File: config.mk
export PLATFORM = sky130hd
export DESIGN_NAME = seg_display_decoder_flat
export DESIGN_NICKNAME = d
export VERILOG_FILES = /design/src/rtl/seg_display_decoder_if.sv /design/src/rtl/seg_display_decoder.sv /design/src/flat_wrapper.sv
export SDC_FILE = /design/constraint.sdc
export NUM_CORES = 1
export LEC_CHECK = 0
export ABC_AREA = 1
export CORE_MARGIN = 2
export CORE_UTILIZATION = 40
export CTS_CLUSTER_DIAMETER = 50
export DETAILED_ROUTE_END_ITERATION = 12
export RECOVER_POWER = 100
export SLEW_MARGIN = 20
export SYNTH_ARGS = -nofsm -noshare
export SYNTH_HDL_FRONTEND = slang
export SYNTH_SLANG_ARGS = --single-unit
export TNS_END_PERCENT = 5
File: constraint.sdc
create_clock -name clk -period 6 [get_ports clk]
set_input_delay 1.2 -clock clk [delete_from_list [all_inputs] [get_ports clk]]
set_output_delay 1.2 -clock clk [all_outputs]
set_load 0.01 [all_outputs]
File: src/rtl/seg_display_decoder_if.sv
// seg_display_decoder_if
// Multiplexed 7-segment display bus plus the decoded-value outputs of the
// display monitor. The master drives the segment/anode lines (display
// controller or bench); the slave is the decoder watching them.
interface seg_display_decoder_if;
   logic [6:0] seg;          // active-low segments, bit 6 = g ... bit 0 = a
   logic [3:0] an;           // active-low anodes, [0] units ... [3] sign
   logic [7:0] value_out;    // last good decoded value, two's complement
   logic       value_valid;  // one-cycle pulse on value_out update
   logic       frame_error;  // one-cycle pulse on a malformed frame
   logic       stale;        // no completed frame for FRAME_TIMEOUT cycles

   modport master (
      output seg,
      output an,
      input  value_out,
      input  value_valid,
      input  frame_error,
      input  stale
   );

   modport slave (
      input  seg,
      input  an,
      output value_out,
      output value_valid,
      output frame_error,
      output stale
   );
endinterface

File: src/rtl/seg_display_decoder.sv
// seg_display_decoder
// Watches a multiplexed common-anode 7-segment bus laid out as
// sign / hundreds / tens / units, captures each digit once per anode dwell
// once the anodes have been stable for SETTLE_CYCLES, and decodes a frame
// into a signed 8-bit value when all four digits have been captured.
// Optional build macro: DISP_DEC_CHANGE_ONLY_EN -- when defined, value_valid
// pulses only for a good frame whose value differs from value_out, or for
// the first good frame after reset.
module seg_display_decoder #(
   parameter int unsigned SETTLE_CYCLES = 4,
   parameter int unsigned FRAME_TIMEOUT = 2_000_000
) (
   input logic                  clk,
   input logic                  reset,
   seg_display_decoder_if.slave bus
);

   localparam int unsigned TO_W = (FRAME_TIMEOUT == 0) ? 1 : $clog2(FRAME_TIMEOUT + 1);
   localparam logic [TO_W-1:0] TO_MAX    = TO_W'(FRAME_TIMEOUT);
   localparam logic [7:0]      STAB_MAX  = 8'(SETTLE_CYCLES);
   localparam logic [7:0]      STAB_LAST = 8'(SETTLE_CYCLES - 1);

   localparam logic [6:0] SEG_BLANK = 7'b1111111;
   localparam logic [6:0] SEG_MINUS = 7'b0111111;
   localparam logic [6:0] DIGIT_CODE [10] = '{
      7'b1000000, 7'b1111001, 7'b0100100, 7'b0110000, 7'b0011001,
      7'b0010010, 7'b0000010, 7'b1111000, 7'b0000000, 7'b0010000
   };

   typedef enum logic [1:0] {
      SYM_DIGIT,
      SYM_MINUS,
      SYM_BLANK,
      SYM_BAD
   } sym_kind_e;

   // Classify one captured segment pattern.
   function automatic sym_kind_e kind_of(input logic [6:0] s);
      sym_kind_e k;
      if (s == SEG_MINUS) begin
         k = SYM_MINUS;
      end else if (s == SEG_BLANK) begin
         k = SYM_BLANK;
      end else begin
         k = SYM_BAD;
      end
      for (int unsigned i = 0; i < 10; i++) begin
         if (s == DIGIT_CODE[i]) begin
            k = SYM_DIGIT;
         end
      end
      return k;
   endfunction

   // Numeric value of a digit pattern; 0 for anything that is not a digit.
   function automatic logic [3:0] digit_val(input logic [6:0] s);
      logic [3:0] v;
      v = '0;
      for (int unsigned i = 0; i < 10; i++) begin
         if (s == DIGIT_CODE[i]) begin
            v = 4'(i);
         end
      end
      return v;
   endfunction

   // state
   logic [3:0]      an_q;
   logic [7:0]      stab_cnt;
   logic [6:0]      slot [4];
   logic [3:0]      mask;
   logic [TO_W-1:0] to_cnt;
   logic [7:0]      value_q;
   logic            vv_q;
   logic            fe_q;
`ifdef DISP_DEC_CHANGE_ONLY_EN
   logic            seen_q;
`endif

   // combinational
   logic            an_valid;
   logic [1:0]      an_sel;
   logic [7:0]      stab_nxt;
   logic            capture;
   logic [6:0]      slot_nxt [4];
   logic [3:0]      mask_nxt;
   logic            frame_done;
   logic            frame_err;
   logic [7:0]      frame_val;

   // Anode decode: exactly one active-low bit selects a digit slot.
   always_comb begin
      an_valid = 1'b0;
      an_sel   = 2'd0;
      case (bus.an)
         4'b1110: begin an_valid = 1'b1; an_sel = 2'd0; end
         4'b1101: begin an_valid = 1'b1; an_sel = 2'd1; end
         4'b1011: begin an_valid = 1'b1; an_sel = 2'd2; end
         4'b0111: begin an_valid = 1'b1; an_sel = 2'd3; end
         default: begin an_valid = 1'b0; an_sel = 2'd0; end
      endcase
   end

   // Stability counter; capture fires only on the edge it reaches SETTLE_CYCLES,
   // so a long dwell yields one capture and then sits saturated.
   always_comb begin
      stab_nxt = '0;
      capture  = 1'b0;
      if (an_valid && (bus.an == an_q)) begin
         if (stab_cnt == STAB_MAX) begin
            stab_nxt = stab_cnt;
         end else begin
            stab_nxt = stab_cnt + 8'd1;
         end
         capture = (stab_cnt == STAB_LAST);
      end
   end

   // Slot and mask update for this cycle's capture; the frame completes when
   // the updated mask is full.
   always_comb begin
      slot_nxt = slot;
      mask_nxt = mask;
      if (capture) begin
         slot_nxt[an_sel] = bus.seg;
         mask_nxt[an_sel] = 1'b1;
      end
      frame_done = capture && (mask_nxt == 4'b1111);
   end

   // Frame decode from the post-capture slot contents.
   always_comb begin
      sym_kind_e  s_kind;
      sym_kind_e  h_kind;
      sym_kind_e  t_kind;
      sym_kind_e  u_kind;
      logic [3:0] h_dig;
      logic [3:0] t_dig;
      logic [3:0] u_dig;
      logic [9:0] mag;
      logic       neg;

      s_kind = kind_of(slot_nxt[3]);
      h_kind = kind_of(slot_nxt[2]);
      t_kind = kind_of(slot_nxt[1]);
      u_kind = kind_of(slot_nxt[0]);
      h_dig  = '0;
      t_dig  = '0;
      u_dig  = digit_val(slot_nxt[0]);
      neg       = 1'b0;
      frame_err = 1'b0;

      case (s_kind)
         SYM_MINUS: neg = 1'b1;
         SYM_BLANK: neg = 1'b0;
         default:   frame_err = 1'b1;
      endcase

      case (h_kind)
         SYM_DIGIT: h_dig = digit_val(slot_nxt[2]);
         SYM_BLANK: h_dig = '0;
         default:   frame_err = 1'b1;
      endcase

      case (t_kind)
         SYM_DIGIT: t_dig = digit_val(slot_nxt[1]);
         SYM_BLANK: t_dig = '0;
         default:   frame_err = 1'b1;
      endcase

      if (u_kind != SYM_DIGIT) begin
         frame_err = 1'b1;
      end

      mag = 10'(h_dig) * 10'd100 + 10'(t_dig) * 10'd10 + 10'(u_dig);

      // -128 is representable, +128 is not
      if (neg ? (mag > 10'd128) : (mag > 10'd127)) begin
         frame_err = 1'b1;
      end

      frame_val = neg ? (8'd0 - mag[7:0]) : mag[7:0];
   end

   // Registered state: anode tracking, captures, frame results and timeout.
   always_ff @(posedge clk) begin
      if (!reset) begin
         an_q     <= '1;
         stab_cnt <= '0;
         slot     <= '{default: SEG_BLANK};
         mask     <= '0;
         to_cnt   <= '0;
         value_q  <= '0;
         vv_q     <= 1'b0;
         fe_q     <= 1'b0;
`ifdef DISP_DEC_CHANGE_ONLY_EN
         seen_q   <= 1'b0;
`endif
      end else begin
         an_q     <= bus.an;
         stab_cnt <= stab_nxt;
         slot     <= slot_nxt;
         vv_q     <= 1'b0;
         fe_q     <= 1'b0;
         if (frame_done) begin
            mask   <= '0;
            to_cnt <= '0;
            if (frame_err) begin
               fe_q <= 1'b1;
            end else begin
               value_q <= frame_val;
`ifdef DISP_DEC_CHANGE_ONLY_EN
               vv_q    <= !seen_q || (frame_val != value_q);
               seen_q  <= 1'b1;
`else
               vv_q    <= 1'b1;
`endif
            end
         end else begin
            mask <= mask_nxt;
            if (to_cnt != TO_MAX) begin
               to_cnt <= to_cnt + TO_W'(1);
            end
         end
      end
   end

   assign bus.value_out   = value_q;
   assign bus.value_valid = vv_q;
   assign bus.frame_error = fe_q;
   assign bus.stale       = (to_cnt >= TO_MAX);

endmodule

File: src/flat_wrapper.sv
// flat-port wrapper written by rule: the top's interface ports become plain ports
module seg_display_decoder_flat 
#(
   parameter int unsigned SETTLE_CYCLES = 4,
   parameter int unsigned FRAME_TIMEOUT = 2_000_000
)
  (clk, reset, bus_seg, bus_an, bus_value_out, bus_value_valid, bus_frame_error, bus_stale);
  seg_display_decoder_if bus_i ();
  input logic clk;
  input logic reset;
  input wire logic [$bits(bus_i.seg)-1:0] bus_seg;
  input wire logic [$bits(bus_i.an)-1:0] bus_an;
  output wire logic [$bits(bus_i.value_out)-1:0] bus_value_out;
  output wire logic [$bits(bus_i.value_valid)-1:0] bus_value_valid;
  output wire logic [$bits(bus_i.frame_error)-1:0] bus_frame_error;
  output wire logic [$bits(bus_i.stale)-1:0] bus_stale;
  assign bus_i.seg = bus_seg;
  assign bus_i.an = bus_an;
  assign bus_value_out = bus_i.value_out;
  assign bus_value_valid = bus_i.value_valid;
  assign bus_frame_error = bus_i.frame_error;
  assign bus_stale = bus_i.stale;
  seg_display_decoder #(.SETTLE_CYCLES(SETTLE_CYCLES), .FRAME_TIMEOUT(FRAME_TIMEOUT)) u_core (.clk(clk), .reset(reset), .bus(bus_i));
endmodule
Yosys cells after proc, flatten, opt, wreduce, memory -nomap -nowiden:

Cells that the tools add are included.

* output and inout port bits: 11
* logic and storage cells: 202
* bits in registers: 75

* order comparisons: 7
* multiply operators: 2
* reduce and logical (&&, ||, !) cells: 19
* multiplexer cells: 97
* add/subtract/negate cells: 5
* eq/ne operators: 57
* bitwise operators: 4

Operator list (number)
* == test 7 bit, second input constant: 16
* two-way mux 2 bit: 50
* == test 7 x 5 -> 1 bit, second input constant: 12
* == test 7 x 6 -> 1 bit, second input constant: 12
* two-way mux 3 bit: 12
* two-way mux 4 bit: 9
* bitwise mux 28 bit: 1
* == test 7 x 2 -> 1 bit, second input constant: 4
* logical NOT 7 bit: 4
* two-way mux 28 bit: 1
* adder 21 x 1 -> 21 bit, second input constant: 1
* >= comparator 21 bit, second input constant: 1
* != test 21 bit, second input constant: 1
* two-way mux 1 bit: 19
* == test 4 bit, second input constant: 4
* demux 7 bit (select 2 bit): 1
* adder 10 x 4 -> 10 bit: 1
* adder 10 x 8 -> 10 bit: 1
* > comparator 10 x 7 -> 1 bit, second input constant: 1
* > comparator 10 x 8 -> 1 bit, second input constant: 1
* adder 8 x 1 -> 8 bit, second input constant: 1
* == test 8 x 2 -> 1 bit, second input constant: 1
* == test 8 x 3 -> 1 bit, second input constant: 1
* multiplier 4 x 5 -> 8 bit, second input constant: 1
* other kinds (23): 35

Longest topological paths before layout:

* word-level depth: 32
* mapped depth: 39
* gate-level depth less buffers: 38

Worst setup path before layout:

Ideal clock, no wire load.

* path kind: input port to flip-flop
* from: input port bus_an[0]
* to: register u_core.value_q[7] (netlist: u_core.bus.value_out[7])
* data arrival time: 5694 ps
* path slack: 194 ps
* stages on the path: 36
* setup time: 111 ps
* buffers on the path: 1
* path through: nand2_1 -> inv_2 -> nand2_4 -> nand2_2 -> nor2_4 -> nor2_8 -> buf_6 -> nand3_1 -> nand2_2 -> nor2_2 -> nand2_1 -> inv_1 -> nand2_1 -> and2_1 -> nand2_1 -> ha_1 -> ha_1 -> fa_1 -> ha_1 -> ha_1 -> a21oi_1 -> nand2_1 -> nand2_1 -> nand2_1 -> a21oi_1 -> inv_1 -> a21oi_1 -> o21ai_0 -> a21oi_1 -> nand2_1 -> nor2_4 -> nand2_4 -> nor3_4 -> nand2_1 -> nor2_1 -> nor2_1

* cells in the longest elaborated chain, start to end: 32
* elaborated cells on any way between the ends: 179
* those cells by class: add/sub (3); mul (2); order compare (6); eq/ne (54); mux (95); bitwise (3); reduce/logical (16)

RTL lines
* start, declared: RTL line flat_wrapper.sv:12 `input wire logic [$bits(bus_i.an)-1:0] bus_an;`
* == test 4 x 3 -> 1 bit / == test 4 bit (equally long branches): RTL line seg_display_decoder.sv:95 `case (bus.an)`
* one-hot mux 2 bit (3 select lines): RTL line seg_display_decoder.sv:95
* NOT 2 -> 3 bit (implied by the code): RTL line seg_display_decoder.sv:125 `slot_nxt[an_sel] = bus.seg;`
* >= comparator 3 bit (implied by the code) / < comparator 3 x 1 -> 1 bit (equally long branches): RTL line seg_display_decoder.sv:125
* logical AND 1 bit (implied by the code): RTL line seg_display_decoder.sv:125
* two-way mux 7 bit (implied by the code): RTL line seg_display_decoder.sv:125
* demux 7 bit (select 2 bit): RTL line seg_display_decoder.sv:125
* bitwise mux 28 bit: RTL line seg_display_decoder.sv:125
* (+15 left out)
* two-way mux 4 bit, on equally long branches: RTL line seg_display_decoder.sv:159, seg_display_decoder.sv:165
* multiplier 4 x 5 -> 8 bit / multiplier 4 x 3 -> 7 bit (equally long branches): RTL line seg_display_decoder.sv:175 `mag = 10'(h_dig) * 10'd100 + 10'(t_dig) * 10'd10 + 10'(u_dig);`
* adder 10 x 8 -> 10 bit: RTL line seg_display_decoder.sv:175
* adder 10 x 4 -> 10 bit: RTL line seg_display_decoder.sv:175
* > comparator 10 x 7 -> 1 bit / > comparator 10 x 8 -> 1 bit (equally long branches): RTL line seg_display_decoder.sv:178 `if (neg ? (mag > 10'd128) : (mag > 10'd127)) begin`
* two-way mux 1 bit (2 in series): RTL line seg_display_decoder.sv:178
* NOT 1 bit (no source line)
* AND reduction 2 bit (no source line)
* end signal, assigned: RTL line seg_display_decoder.sv:211 `value_q <= frame_val;`
* end, declared: RTL line seg_display_decoder.sv:73 `logic [7:0] value_q;`

Several ways; a longest one is shown, not always the timed one.
A chain may end at the register's enable or synchronous reset.

Final worst setup path:

* from: input port bus_an[0]
* to: register u_core.value_q[6] (netlist: u_core.bus.value_out[6])

The elaborated chain is that of the path after synthesis.

==> impl_metrics.csv <==
group,metric,value,unit
run_status,status,"finished clean",
route,wl,14400,µm
route,wl_per_cell,11.8,µm
critical_path,arrival,6.04,ns
route,ant_nets,0,
sta,tns,0,ns
grt,grt_pass1_vias,5358,
sta,max_slew.worst_pin.slew,0.731,ns
route,vias_per_cell,4.67,
logic_synthesis,ys.flop_type,"dfxtp_1",
logic_synthesis,syn_avg_cell_area,6.41,µm²
run,cap_violations,0,
layout,diodes,0,
critical_path,crit_required,6.28,ns
critical_path,cp_slowest_stage_delay,0.60,ns
clock_network,h-tree-depth,3,
place,place.gp.congestion,0.851,
floorplan,die_height,123,µm
place,io_buffers,23,
worst_hold_path,min_from,"u_core.mask[1]",
critical_path,crit_fanout,5,
critical_path,worstSetupStartpoint,"bus_an[0]",
clock_network,path_clk_slew,0.06,ns
route,routed-wl-met2,6920,µm
critical_path,end_kind,"flip-flop",
layout,drive_gt1_share,28.5,%
layout,multi_input_area,3880,µm²
route,route.detailed.drc,0,
route,drt_iter0_markers,249,
layout,num-fill-cells,1351,
sta,worst_clock_skew,0.00765,ns
worst_hold_path,hold_class,"reg2reg",
critical_path,crit_type,"in2reg",
floorplan,ios,24,
logic_synthesis,synth_edf_count,0,
route,vias,5731,
clock_network,clk_latency,0.34,ns
sta,hold_viol,0,
place,dp_cells,1189,
pwr,p_leak,0.00406,µW
critical_path,slowest_stage,"fa_1",
critical_path,startpoint_type,"input port",
grt,gr-total-overflow,0,
floorplan,die_x,123,µm
clock_network,clock-sinks,75,
floorplan,core_area,13800,µm²
logic_synthesis,ys_types,46,
grt,grt_pass1_wl,24500,µm
grt,antenna_found_initial,0,
layout,fin_nets,1089,
grt,grt_max_degree,38,
floorplan,rows,43,
clock_network,hold_buffers,0,
floorplan,initial_core_util,40.8,%
sta,drv_slew,0,
sta,slew_headroom,50.7,%
place,dpl.hpwl,10500,µm
logic_synthesis,syn_nets,928,
sta,min_period_over_period,96.0,%
route,highest_layer,"met4",
logic_synthesis,yosysWarnings,0,
critical_path,rrSetupSlack,0.60,ns
critical_path,rr_startpoint,"u_core.stab_cnt[0]",
layout,area_growth_syn_to_layout,37.2,%
logic_synthesis,syn_inst,881,
layout,final_cells,1227,
layout,fin_area,7750,µm²
clock_network,clockBufferDepth,2,
layout,seq_area,1500,µm²
pwr,max-vdd-ir-drop,0.000130,V
logic_synthesis,netlist_area,5650,µm²
logic_synthesis,seq_area_frac_synth,26.6,%
logic_synthesis,async_reset_ff_share,0,%
pwr,powerDensity,150,nW/µm²
route,firstDrtPassIters,5,
clock_network,cts_inserted_buffers,9,
place,placed_area,6950,µm²
grt,grt_util_all_layers,20.1,%
floorplan,die_area,15100,µm²
clock_network,cts_tree,"built",
route,route.met3.wl,365,µm
route,met1Wirelength,6850,µm
logic_synthesis,synth_seq_cells,75,
clock_network,cts_root_buf,"clkbuf_16",
sta,finalSetupViolCount,0,
sta,period_minus_slack,5.76,ns
sta,fmax,0.174,GHz
==> where the power goes <==
part           internal, µW  switching, µW  leakage (µW)
Clock                   367            217      0.000150
Combinational          30.7           44.0       0.00330
Sequential              501           3.22      0.000607
Total                   898            265       0.00406
==> flip-flops by register name (all words and copies together), names as in the netlist <==
name and flops:
u_core.stab_cnt 8, u_core.slot 28, u_core.an_q 4, u_core.bus.value_out 8, u_core.mask 4, u_core.bus.frame_error 1, u_core.bus.value_valid 1, u_core.to_cnt 21
==> worst paths after layout <==
path | endpoint | cells after the start
worst max-delay path | u_core.bus.value_out[6] | 33
worst min-delay path | u_core.mask[1] | 2
worst max register to register | u_core.bus.value_out[6] | 30
worst min register to register | u_core.mask[1] | 2
==> routing by layer <==
| metal | track usage (%) | up-vias |
|---|---|---|
| met5 | 0 | - |
| met4 | 6.11 | 0 |
| met3 | 3.58 | 19 |
| met2 | 33.9 | 61 |
| met1 | 26.2 | 2534 |
| li1 | - | 3117 |
==> final cells by class <==
| class | instances | share of cell area, % |
|---|---|---|
| multi-input cells | 661 | 50.1 |
| flip-flops and latches | 75 | 19.4 |
| repair buffers | 165 | 17.3 |
| inverters | 130 | 6.30 |
| clock buffers | 11 | 3.00 |
| well taps | 180 | 2.91 |
| clock inverters | 5 | 1.10 |
==> worst max-delay path: cells and delay by family <==
family                   cells  cell delay (ns)
adder cells (fa/ha/maj)      5             1.59
XOR/XNOR                     1             0.23
buffers and inverters        7             0.76
AO/OA/AOI/OAI                3             0.33
AND/OR/NAND/NOR             17             1.91
==> cell families after synthesis <==
| logic type | after synthesis | synth area share (%) |
|---|---|---|
| DFF | 75 | 26.6 |
| xor gates and xnor gates | 24 | 3.72 |
| buffers and inverters | 146 | 10.5 |
| adders and majority gates | 34 | 8.20 |
| and+or+nand+nor | 529 | 43.7 |
| AOI/OAI and AO/OA | 71 | 6.96 |
| muxes | 2 | 0.354 |
==> synth_stat cells, types with 3 or more instances <==
master	n	area, µm²
nand2_2	26	163
nand4_1	19	119
xor2_1	21	184
inv_1	108	405
clkbuf_1	4	15.0
dfxtp_1	75	1500
nand2_4	4	45.0
nand3_1	60	300
nor2_2	7	43.8
buf_6	4	45.0
o21ai_0	20	100
or2_2	3	18.8
nor4_1	6	37.5
nor2_4	6	67.6
fa_1	5	100
a21oi_1	31	155
xnor2_1	3	26.3
nor3_1	17	85.1
nand2_1	240	901
nor2_1	119	447
o21bai_1	4	30.0
o21ai_1	6	30.0
inv_2	21	78.8
buf_2	5	25.0
nand3b_1	5	37.5
nand3_2	5	50.1
ha_1	29	363
==> layout by cell type, fill, tap and decap left out, types with 4 or more instances in the layout <==
cell / netlist / routed
fa_1: 5 / 4
xor2_1: 21 / 21
inv_1: 108 / 106
a21oi_2: 0 / 4
nor4_1: 6 / 6
nand2_2: 26 / 37
nand4_1: 19 / 19
nor2_4: 6 / 12
o21ai_1: 6 / 8
ha_1: 29 / 19
nor2_2: 7 / 14
buf_12: 0 / 4
ha_2: 0 / 4
a21oi_1: 31 / 26
clkbuf_16: 0 / 9
nor2_1: 119 / 107
clkbuf_2: 0 / 4
nand2_4: 4 / 9
clkdlybuf4s50_1: 0 / 18
nand3b_1: 5 / 5
inv_2: 21 / 23
nand3_2: 5 / 7
buf_4: 2 / 135
nand3_1: 60 / 56
dfxtp_1: 75 / 75
nand2_1: 240 / 224
o21bai_1: 4 / 4
ha_4: 0 / 6
nor3_1: 17 / 17
nand3_4: 2 / 4
o21ai_0: 20 / 15
==> stage by stage <==
stage | utilization, % | power, µW | hold slack (ns) | worst slack (ns)
6_report | 56.0 | 1160 | 0.478 | 0.240
5_1_grt | 56.0 | 1210 | 0.491 | -0.161
4_1_cts | 54.4 | 1170 | 0.483 | 0.150
3_5_place_dp | 50.2 | 583 | 0.468 | -0.717
3_3_place_gp | 50.2 | 583 | 0.463 | -0.655
2_1_floorplan | - | 551 | 0.442 | 0.194
==> timing repair <==
item | in CTS | in global routing
pin swaps | 26 | 27
gates resized for setup | 40 | 54
gates cloned | 1 | 0
setup buffers | 14 | 7
setup endpoints to repair | 10 | 10
endpoints found under the hold margin | 0 | 0
No activity file was read; power rests on OpenSTA's default activity.
